## src/rtl/dest_reader.sv

```systemverilog
// -----------------------------------------------------------------------------
// dest_reader
//
// Consumer end of the transaction layer. Drains the two destination FIFOs
// (D0, D1) through their pop / almost-empty / empty interface, issuing at most
// one registered pop per cycle. Popped words come back one cycle after the pop
// and are captured into a single registered output stream tagged with the
// source destination. Per-destination received-word counters wrap freely.
//
// Optional feature (macro DEST_CHECK_EN):
//   defined   - each captured word's destination bit (DATA_W-2) is compared
//               with the FIFO it came from; a mismatch sets a sticky error that
//               rises in the same cycle the word is presented on valid_out_o.
//   undefined - no destination check, error_out_o is tied low.
//
// Ports:
//   clk_i               system clock, rising edge
//   rst_ni              asynchronous active-low reset
//   init_i              synchronous re-initialisation (wins over enable_i)
//   enable_i            allow new pops; an in-flight read still completes
//   data_in_d0_i/d1_i   FIFO read data, valid the cycle after the pop
//   empty_d0_i/d1_i     FIFO empty flags
//   almost_empty_d0_i/d1_i  FIFO at/below almost-empty threshold
//   pop_d0_o/pop_d1_o   registered pop strobes
//   data_out_o          captured word (holds when valid_out_o is low)
//   valid_out_o         data_out_o valid this cycle
//   dest_out_o          0 = word from D0, 1 = word from D1
//   cnt_d0_o/cnt_d1_o   words received per destination (wrapping)
//   error_out_o         sticky destination-mismatch error
//   idle_out_o          FSM idle, nothing in flight, both FIFOs empty
// -----------------------------------------------------------------------------
module dest_reader #(
   parameter int unsigned DATA_W = 6,
   parameter int unsigned CNT_W  = 8
) (
   input  logic              clk_i,
   input  logic              rst_ni,
   input  logic              init_i,
   input  logic              enable_i,
   input  logic [DATA_W-1:0] data_in_d0_i,
   input  logic [DATA_W-1:0] data_in_d1_i,
   input  logic              empty_d0_i,
   input  logic              empty_d1_i,
   input  logic              almost_empty_d0_i,
   input  logic              almost_empty_d1_i,
   output logic              pop_d0_o,
   output logic              pop_d1_o,
   output logic [DATA_W-1:0] data_out_o,
   output logic              valid_out_o,
   output logic              dest_out_o,
   output logic [CNT_W-1:0]  cnt_d0_o,
   output logic [CNT_W-1:0]  cnt_d1_o,
   output logic              error_out_o,
   output logic              idle_out_o
);

   typedef enum logic {StIdle, StActive} state_e;

   state_e            state_q, state_d;
   logic              pop_d0_q, pop_d1_q;
   logic              rr_q;          // 0: D0 next on a round-robin tie
   logic              pend_q;        // a read returns data this cycle
   logic              pend_dest_q;   // source of that read
   logic [DATA_W-1:0] data_q;
   logic              valid_q;
   logic              dest_q;
   logic [CNT_W-1:0]  cnt_d0_q, cnt_d1_q;
   logic              idle_q, idle_d;

   logic              elig_d0, elig_d1;
   logic              grant_d0, grant_d1;
   logic              grant_any, inflight;
   logic [DATA_W-1:0] cap_data;

   // Eligibility and arbitration. The FIFO flags lag a pop by one cycle, so a
   // FIFO popped last cycle that already reports almost-empty may hold no
   // further word and is skipped this edge.
   always_comb begin
      elig_d0 = enable_i & ~empty_d0_i & ~(pop_d0_q & almost_empty_d0_i);
      elig_d1 = enable_i & ~empty_d1_i & ~(pop_d1_q & almost_empty_d1_i);
      grant_d0 = 1'b0;
      grant_d1 = 1'b0;
      if (elig_d0 && elig_d1) begin
         if (almost_empty_d0_i != almost_empty_d1_i) begin
            // Favour the FIFO with more headroom.
            grant_d0 = ~almost_empty_d0_i;
            grant_d1 = ~almost_empty_d1_i;
         end else begin
            grant_d0 = ~rr_q;
            grant_d1 = rr_q;
         end
      end else begin
         grant_d0 = elig_d0;
         grant_d1 = elig_d1;
      end
      grant_any = grant_d0 | grant_d1;
   end

   // Next state and idle flag.
   always_comb begin
      inflight = pop_d0_q | pop_d1_q | pend_q;
      state_d  = state_q;
      if (state_q == StIdle) begin
         if (grant_any) begin
            state_d = StActive;
         end
      end else begin
         // Stay active until the last outstanding read has been captured.
         if (!grant_any && !inflight) begin
            state_d = StIdle;
         end
      end
      idle_d = (state_d == StIdle) & empty_d0_i & empty_d1_i;
   end

   assign cap_data = pend_dest_q ? data_in_d1_i : data_in_d0_i;

   always_ff @(posedge clk_i or negedge rst_ni) begin
      if (!rst_ni) begin
         state_q     <= StIdle;
         pop_d0_q    <= 1'b0;
         pop_d1_q    <= 1'b0;
         rr_q        <= 1'b0;
         pend_q      <= 1'b0;
         pend_dest_q <= 1'b0;
         data_q      <= '0;
         valid_q     <= 1'b0;
         dest_q      <= 1'b0;
         cnt_d0_q    <= '0;
         cnt_d1_q    <= '0;
         idle_q      <= 1'b1;
      end else if (init_i) begin
         // Any read in flight is dropped, nothing is emitted.
         state_q     <= StIdle;
         pop_d0_q    <= 1'b0;
         pop_d1_q    <= 1'b0;
         rr_q        <= 1'b0;
         pend_q      <= 1'b0;
         pend_dest_q <= 1'b0;
         data_q      <= '0;
         valid_q     <= 1'b0;
         dest_q      <= 1'b0;
         cnt_d0_q    <= '0;
         cnt_d1_q    <= '0;
         idle_q      <= 1'b1;
      end else begin
         state_q  <= state_d;
         pop_d0_q <= grant_d0;
         pop_d1_q <= grant_d1;
         if (grant_any) begin
            rr_q <= ~rr_q;
         end
         // Pop in cycle N -> data on data_in in N+1 -> captured at end of N+1.
         pend_q      <= pop_d0_q | pop_d1_q;
         pend_dest_q <= pop_d1_q;
         valid_q     <= pend_q;
         if (pend_q) begin
            data_q <= cap_data;
            dest_q <= pend_dest_q;
            if (pend_dest_q) begin
               cnt_d1_q <= cnt_d1_q + CNT_W'(1);
            end else begin
               cnt_d0_q <= cnt_d0_q + CNT_W'(1);
            end
         end
         idle_q <= idle_d;
      end
   end

`ifdef DEST_CHECK_EN
   logic error_q;

   // Set on the capture edge so the flag rises with valid_out_o.
   always_ff @(posedge clk_i or negedge rst_ni) begin
      if (!rst_ni) begin
         error_q <= 1'b0;
      end else if (init_i) begin
         error_q <= 1'b0;
      end else if (pend_q && (cap_data[DATA_W-2] != pend_dest_q)) begin
         error_q <= 1'b1;
      end
   end

   assign error_out_o = error_q;
`else
   assign error_out_o = 1'b0;
`endif

   assign pop_d0_o    = pop_d0_q;
   assign pop_d1_o    = pop_d1_q;
   assign data_out_o  = data_q;
   assign valid_out_o = valid_q;
   assign dest_out_o  = dest_q;
   assign cnt_d0_o    = cnt_d0_q;
   assign cnt_d1_o    = cnt_d1_q;
   assign idle_out_o  = idle_q;

endmodule

```

## config.mk

```make
export PLATFORM = sky130hd
export DESIGN_NAME = dest_reader
export DESIGN_NICKNAME = d
export VERILOG_FILES = /design/src/rtl/dest_reader.sv
export SDC_FILE = /design/constraint.sdc
export NUM_CORES = 1
export LEC_CHECK = 0
export ABC_AREA = 0
export CAP_MARGIN = 20
export CORE_MARGIN = 2
export CORE_UTILIZATION = 48
export DETAILED_ROUTE_END_ITERATION = 8
export PLACE_DENSITY = 0.9
export SETUP_SLACK_MARGIN = 0.15
export SLEW_MARGIN = 20
export SYNTH_ARGS = -nofsm -noshare
export SYNTH_HDL_FRONTEND = slang
export SYNTH_SLANG_ARGS = --single-unit
```

## constraint.sdc

```tcl
create_clock -name clk_i -period 3.6 [get_ports clk_i]
set_input_delay 1.08 -clock clk_i [delete_from_list [all_inputs] [get_ports clk_i]]
set_output_delay 1.08 -clock clk_i [all_outputs]
set_load 0.05 [all_outputs]
```

Yosys cells after proc, flatten, opt, wreduce, memory -nomap -nowiden. Cells that the tools add are included.

Add/sub/neg operators: 2. Equality and inequality tests: 2. Mux-type cells: 27. Bitwise logic cells: 19. Reduce and logical (&&, ||, !) cells: 9.

Operator list (number): $mux W8 (6); $mux W1 (18); $mux W6 (3); $add A8 B1 Y8 const B (2); $and A1 B1 Y1 (8); $not A1 Y1 (8); $reduce_bool A2 Y1 (3); $reduce_and A2 Y1 (2); $or A1 B1 Y1 (3); $logic_and A1 B1 Y1 (2); $logic_not A1 Y1 (2); $ne A2 B2 Y1 const B (1); $ne A1 B1 Y1 (1).

Register bits after elaboration: 31. Input bits: 20. Output and inout port bits: 28. Word-level logic and storage cells: 71.

Depth between registers and ports, before layout. Gate-level depths: netlist of the first run.

Depth in word-level cells: 14. Gate-level depth with buffers: 5. Mapped depth without buffers: 4.

Worst setup path after synthesis of the first run. OpenSTA, ideal clock, no wires.

Path kind: input to register. Start: in init_i. End: reg cnt_d0_q[5] (netlist: cnt_d0_o[5]). Library setup time: 0.132 ns. Arrival: 1.630 ns. Data required time: 3.468 ns. Setup slack: 1.839 ns. Stages: 4. Path buffers: 1. Cell sequence: clkbuf_1 > o2111ai_1 > xor2_1 > nor2_1.

Word-level cells in the longest chain between the ends: 2. Elaborated cells on any way between the ends: 4. Classes of those cells: 1 x eq/ne; 1 x mux; 2 x reduce/logical.

Ends and longest elaborated chain: start, declared (line 38) `input logic init_i,`; $ne A2 B2 Y1 (no source line) / $reduce_bool A2 Y1 (equally long branches); $reduce_and A2 Y1 (no source line); end signal, assigned (line 163) `cnt_d0_q <= cnt_d0_q + CNT_W'(1);`; end, declared (line 67) `logic [CNT_W-1:0] cnt_d0_q, cnt_d1_q;`.

Parallel ways exist; a longest one is shown, timed or not. A chain may end at the register's enable or synchronous reset.

Final worst setup path of the first run.
Start: reg cnt_d1_q[0] (netlist: cnt_d1_o[0]). End: out cnt_d1_o[0].

RTL lines: start, declared (line 67); start signal, assigned (line 161) `cnt_d1_q <= cnt_d1_q + CNT_W'(1);`; end, declared (line 52) `output logic [CNT_W-1:0] cnt_d1_o,`.

No word-level cell between the ends.

==> results of run 1 <==
==> per-stage QoR <==
step	std cells	worst slack [ns]	utilization	hold WS (ns)	area, um2
2_1_floorplan	135	1.839	-	0.5113	1430
3_3_place_gp	205	1.102	0.6757	0.5258	1896
3_5_place_dp	205	0.9843	0.6757	0.5360	1896
4_1_cts	213	0.8663	0.6945	0.5589	1948
5_1_grt	213	0.8228	0.6945	0.5945	1948
6_report	213	0.8762	0.6945	0.5543	1948
==> layout make-up <==
cell class | instances | area share
Sequential cell | 31 | 0.3988
Multi-Input combinational cell | 93 | 0.3064
Timing Repair Buffer | 48 | 0.2441
Tap cell | 31 | 0.01991
Clock buffer | 5 | 0.01927
Clock inverter | 3 | 0.007707
Inverter | 2 | 0.003854
==> logic make-up after synthesis <==
group / Yosys count
compound gates: 18
xor+xnor: 14
fa+ha+maj: 3
buf+inv: 11
flops: 31
mux: 7
other cells: 1
simple gates: 50
==> state kept, by name, summed over array words and instances (netlist names) <==
signal       flops
cnt_d0_o         8
cnt_d1_o         8
data_out_o       6
dest_out_o       1
idle_out_o       1
pend_dest_q      1
pend_q           1
pop_d0_o         1
pop_d1_o         1
rr_q             1
state_q          1
valid_out_o      1
==> worst max-delay path by stage <==
| stage | start | end | slack (ns) |
|---|---|---|---|
| 4_1_cts | idle_out_o$_DFF_PN1_ | idle_out_o | 0.87 |
| 3_5_place_dp | init_i | cnt_d0_o[5]$_DFFE_PN0P_ | 0.98 |
| 5_1_grt | idle_out_o$_DFF_PN1_ | idle_out_o | 0.82 |
| 6_report | cnt_d1_o[0]$_DFFE_PN0P_ | cnt_d1_o[0] | 0.88 |
| 2_1_floorplan | init_i | cnt_d0_o[5]$_DFFE_PN0P_ | 1.84 |
| 3_3_place_gp | init_i | cnt_d0_o[5]$_DFFE_PN0P_ | 1.10 |
==> per-layer routing <==
layer	vias to the layer above	wire length, um	global-route usage
li1	557	-	-
met1	561	1281	0.2399
met2	38	1685	0.3451
met3	11	132	0.05055
met4	0	94	0.1396
met5	-	0	0
==> placed cells by master, fill, tap and decap left out <==
cell / synthesis / layout
clkdlybuf4s50_1: 0 / 46
dfrtp_1: 30 / 30
nor2_1: 24 / 24
xor2_1: 13 / 13
mux2i_1: 7 / 7
nand2_1: 6 / 6
a211oi_1: 6 / 6
nand4_1: 5 / 5
clkbuf_4: 0 / 5
nor2b_1: 4 / 4
nand3_1: 4 / 4
a21oi_1: 4 / 4
and3_1: 3 / 3
clkinv_2: 0 / 3
inv_1: 2 / 2
o2111ai_1: 2 / 2
o21ai_0: 2 / 2
ha_1: 2 / 2
buf_4: 1 / 2
o31ai_1: 1 / 1
a31o_2: 1 / 1
maj3_1: 1 / 1
nor4bb_1: 1 / 1
a311oi_1: 1 / 1
a32oi_1: 1 / 1
xnor2_1: 1 / 1
nand2b_1: 1 / 1
and4_1: 1 / 1
or3_1: 1 / 1
conb_1: 1 / 1
dfstp_2: 1 / 1
==> power groups by stage <==
stage / clock [uW] / combinational, uW / sequential, uW
4_1_cts: 194 / 102 / 368
5_1_grt: 211 / 109 / 370
6_report: 190 / 101 / 368
2_1_floorplan: 0 / 33.6 / 395
3_3_place_gp: 0 / 98.0 / 374
3_5_place_dp: 0 / 102 / 375
==> impl_metrics.toml, run 1 <==
[detailed_routing]
drc_errors = 3
postRouteAntennaNets = 0
firstDrtPassIters = 7
routed_wl_um = 3193
routedWlPerCell_um = 14.99
vias = 1167
via_per_inst = 5.479
dr.first_iter.drc_count = 38

[cts]
cts_max_level = 2
cts_tree = "done"
root_buffer = "clkbuf_4"
worstSkewPairLatency_ns = 0.33
ctsLongestPathBuffers = 2
cts_hold_buffers = 0
cts_resized = 0
cts_setup_buffers = 0
cts_sinks = 31
cts_made_buffers = 5
clk_pin_slew_worst_paths_ns = 0.10

[final_layout]
diodes = 0
multi_input_area_um2 = 596.8
drive_gt1_frac = 0.06593
area_growth_pct = 36.22
n_fill_cell = 212
seqCellArea_um2 = 777.0
nets = 203

[place]
dp_hpwl_um = 2378
portBuffers = 46
place.gp.congestion = 0.8006

[yosys]
synth.distinct_cells = 31
synth_compound_area_frac = 0.08836
yosysTopAreaCell = "dfrtp_1"
synthArstFlopShare = 1.000
syn-num-nets = 157
synth_top_area_frac = 0.5249
synth_top_family_by_area = "simple AND/OR/NAND/NOR gates"
synthMuxAreaShare = 0.04899
ys_ff_latch = 31
netlist_instances = 135
synth-xor-area-share = 0.08574
synth.most_common_cell = "dfrtp_1"
synth_common_cells = "dfrtp_1 (30), nor2_1 (24), xor2_1 (13)"
syn-cell-area_um2 = 1430
seq_area_frac_synth = 0.5433
yosys_warnings = 0
syn_area_per_cell_um2 = 10.59
synthSimpleGateAreaFrac = 0.1671
synth_edf_count = 0
synth_fa_ha_area_frac = 0.02450
synth_area_leaders = "dfrtp_1 (52%), xor2_1 (8.0%), nor2_1 (6.3%)"
synth_ff_type = "dfrtp_1"

[die]
die_y_um = 58.59
coreArea_um2 = 2805
die_area_um2 = 3432
initial_core_util = 0.5098
die_w_um = 58.59
io-pin-count = 48
row_count = 19

[min_path]
hp-class = "flop to flop"
min_from = "cnt_d1_o[7]$_DFFE_PN0P_"
hold_depth = 2
holdPathEnd = "cnt_d1_o[7]$_DFFE_PN0P_"

[power]
switching_share = 0.2812
switchingPower_uw = 185.5
vdd_drop_max_mv = 0.2332
p_seq_frac = 0.558
internal_power_uw = 474.1
pwr-share-clk = 0.288
power_density_nw_per_um2 = 338.6
p_comb_frac = 0.154
p_leak_uw = 0.0008391
power.total_uw = 659.5

[global_route]
grt_pass1_vias = 1180
grt_pass1_wl_um = 5244
antenna_found_initial = 0
track_usage = 0.2088
grt_remaining_overflow = 0
grt_max_degree = 32

[timing]
fmax_mhz = 367.1
max_slew_margin = 0.5651
worst_slew_pin_slew_ns = 0.6503
tns_ns = 0
finalHoldViolCount = 0
finClkSkew_ns = 0.01119
setup_viol = 0
finalMaxSlewViolations = 0
period_needed_ns = 2.724
rsz0062_at_grt = "false"
period_share = 0.7566

[critical_path]
cp_max_fo = 6
cp.depth = 1
regToRegEndpoint = "cnt_d0_o[3]$_DFFE_PN0P_"
crit_path_start_kind = "flop"
crit_path_cell_trace = "clkdlybuf4s50_1"
required_ns = 2.52
r2r_slack_ns = 1.71
reg2reg_from = "pend_q$_DFF_PN0_"
arrival_ns = 1.64
critPathTopFamily = "buffers and inverters"
cp-end-kind = "output pin"
slowest_stage = "clkdlybuf4s50_1"
cp_num_buf_inv = 1
worstRegToRegCells = 4
path_class = "flop to output pin"
max_stage_delay_ns = 0.84

[status]
violations = "DRC"
status = "finished with violations"

[job]
drv_cap = 0
Note: power is estimated with default switching activity, not from simulation.
==> run 2, diff against run 1 <==
- CORE_UTILIZATION: 48 -> 45
- PLACE_DENSITY: 0.9 -> 0.85
- clock period: 3.6 -> 2.7 ns (I/O delays scaled with it)
==> impl_metrics.toml, run 2 (same netlist as run 1, synthesis figures left out) <==
[critical_path]
max_stage_delay_ns = 0.79
path_class = "flop to output pin"
critPathTopFamily = "buffers and inverters"
cp_max_fo = 1
cp_num_buf_inv = 1
cp-end-kind = "output pin"
crit_path_start_kind = "flop"
slowest_stage = "clkdlybuf4s50_1"
required_ns = 1.89
crit_path_cell_trace = "clkdlybuf4s50_1"
arrival_ns = 1.65

[final_layout]
seqCellArea_um2 = 777.0
diodes = 0
final_cell_mix = "clkdlybuf4s50_1 (46), dfrtp_1 (30), nor2_1 (24), xor2_1 (13), mux2i_1 (7)"
drive_gt1_frac = 0.06011
final_util = 0.6504
area_growth_pct = 37.71
n_fill_cell = 264
nets = 204
stdcell_count = 227
finish.instance_area_um2 = 1969
multi_input_area_um2 = 596.8
final_common_cell = "clkdlybuf4s50_1"

[timing]
tns_ns = 0
finClkSkew_ns = 0.005547
max_slew_margin = 0.6048
hold_slack_ns = 0.5408
finalHoldViolCount = 0
period_share = 0.9101
finalMaxSlewViolations = 0
setup_viol = 0
fmax_mhz = 407.0
period_needed_ns = 2.457
worst_slew_pin_slew_ns = 0.5916
rsz0062_at_grt = "false"

[cts]
clk_pin_slew_worst_paths_ns = 0.09
cts_max_level = 2
root_buffer = "clkbuf_4"
cts_sinks = 31
cts_resized = 0
ctsLongestPathBuffers = 2
cts_hold_buffers = 0
worstSkewPairLatency_ns = 0.34
cts_setup_buffers = 0
cts_tree = "done"
cts_made_buffers = 5

[global_route]
antenna_found_initial = 0
grt_pass1_vias = 1096
track_usage = 0.1864
grt_pass1_wl_um = 4795
grt_remaining_overflow = 0
grt_max_degree = 32

[die]
coreArea_um2 = 3028
die_y_um = 60.38
io-pin-count = 48
die_area_um2 = 3645
die_w_um = 60.38
row_count = 20
initial_core_util = 0.4723

[job]
drv_cap = 0

[min_path]
hp-class = "flop to flop"

[power]
vdd_drop_max_mv = 0.2558
p_leak_uw = 0.0008385
power_density_nw_per_um2 = 448.0

[place]
place_inst = 219
dp_hpwl_um = 2170
portBuffers = 46
placed_area_um2 = 1919
place.gp.congestion = 0.8197

[detailed_routing]
postRouteAntennaNets = 0
via_per_inst = 5.004
firstDrtPassIters = 4
routed_wl_um = 2955
vias = 1136
drc_errors = 0
dr.first_iter.drc_count = 42
routedWlPerCell_um = 13.02

[status]
status = "completed"
-- run 2: power by group --
group	switching, uW	internal (uW)	leakage (uW)
registers	13.3	478	0.000424
logic	76.4	58.6	0.000385
clock network	155	101	0.0000293
total	245	638	0.000838
-- run 2: stage by stage --
stage | worst slack (ns) | total power [uW]
after floorplan | 1.209 | 571.5
after global placement | 0.6050 | 631.4
after detailed placement | 0.6021 | 636.5
after CTS | 0.2181 | 894.5
after global routing | 0.1762 | 923.5
final | 0.2427 | 882.3
-- run 2: final timing paths --
kind | from | to | slack, ns | depth (start not counted)
hold / removal | dest_out_o$_DFFE_PN0P_ | dest_out_o$_DFFE_PN0P_ | 0.54 | 2
setup / recovery | idle_out_o$_DFF_PN1_ | idle_out_o | 0.24 | 1
min in group asynchronous | rst_ni | cnt_d1_o[6]$_DFFE_PN0P_ | 0.85 | 2
max in group asynchronous | rst_ni | idle_out_o$_DFF_PN1_ | 1.53 | 2
hold reg to reg | dest_out_o$_DFFE_PN0P_ | dest_out_o$_DFFE_PN0P_ | 0.54 | 2
setup reg to reg | pend_q$_DFF_PN0_ | cnt_d0_o[4]$_DFFE_PN0P_ | 0.89 | 4
-- run 2: layer usage --
metal	wire (um)	GRT usage	share of wire	up-vias
met5	0	0	0	-
met4	90	0.1238	0.030	0
met3	103	0.04478	0.035	7
met2	1566	0.3261	0.53	29
met1	1194	0.1992	0.40	538
li1	-	-	-	562
-- run 2: area by class of cell --
| cell class | instances | area share |
|---|---|---|
| tap | 44 | 0.02795 |
| inverter | 2 | 0.003812 |
| sequential | 31 | 0.3945 |
| clock buffer | 7 | 0.02287 |
| timing repair buffer | 49 | 0.2452 |
| multi-input combinational | 93 | 0.3030 |
| clock inverter | 1 | 0.002541 |
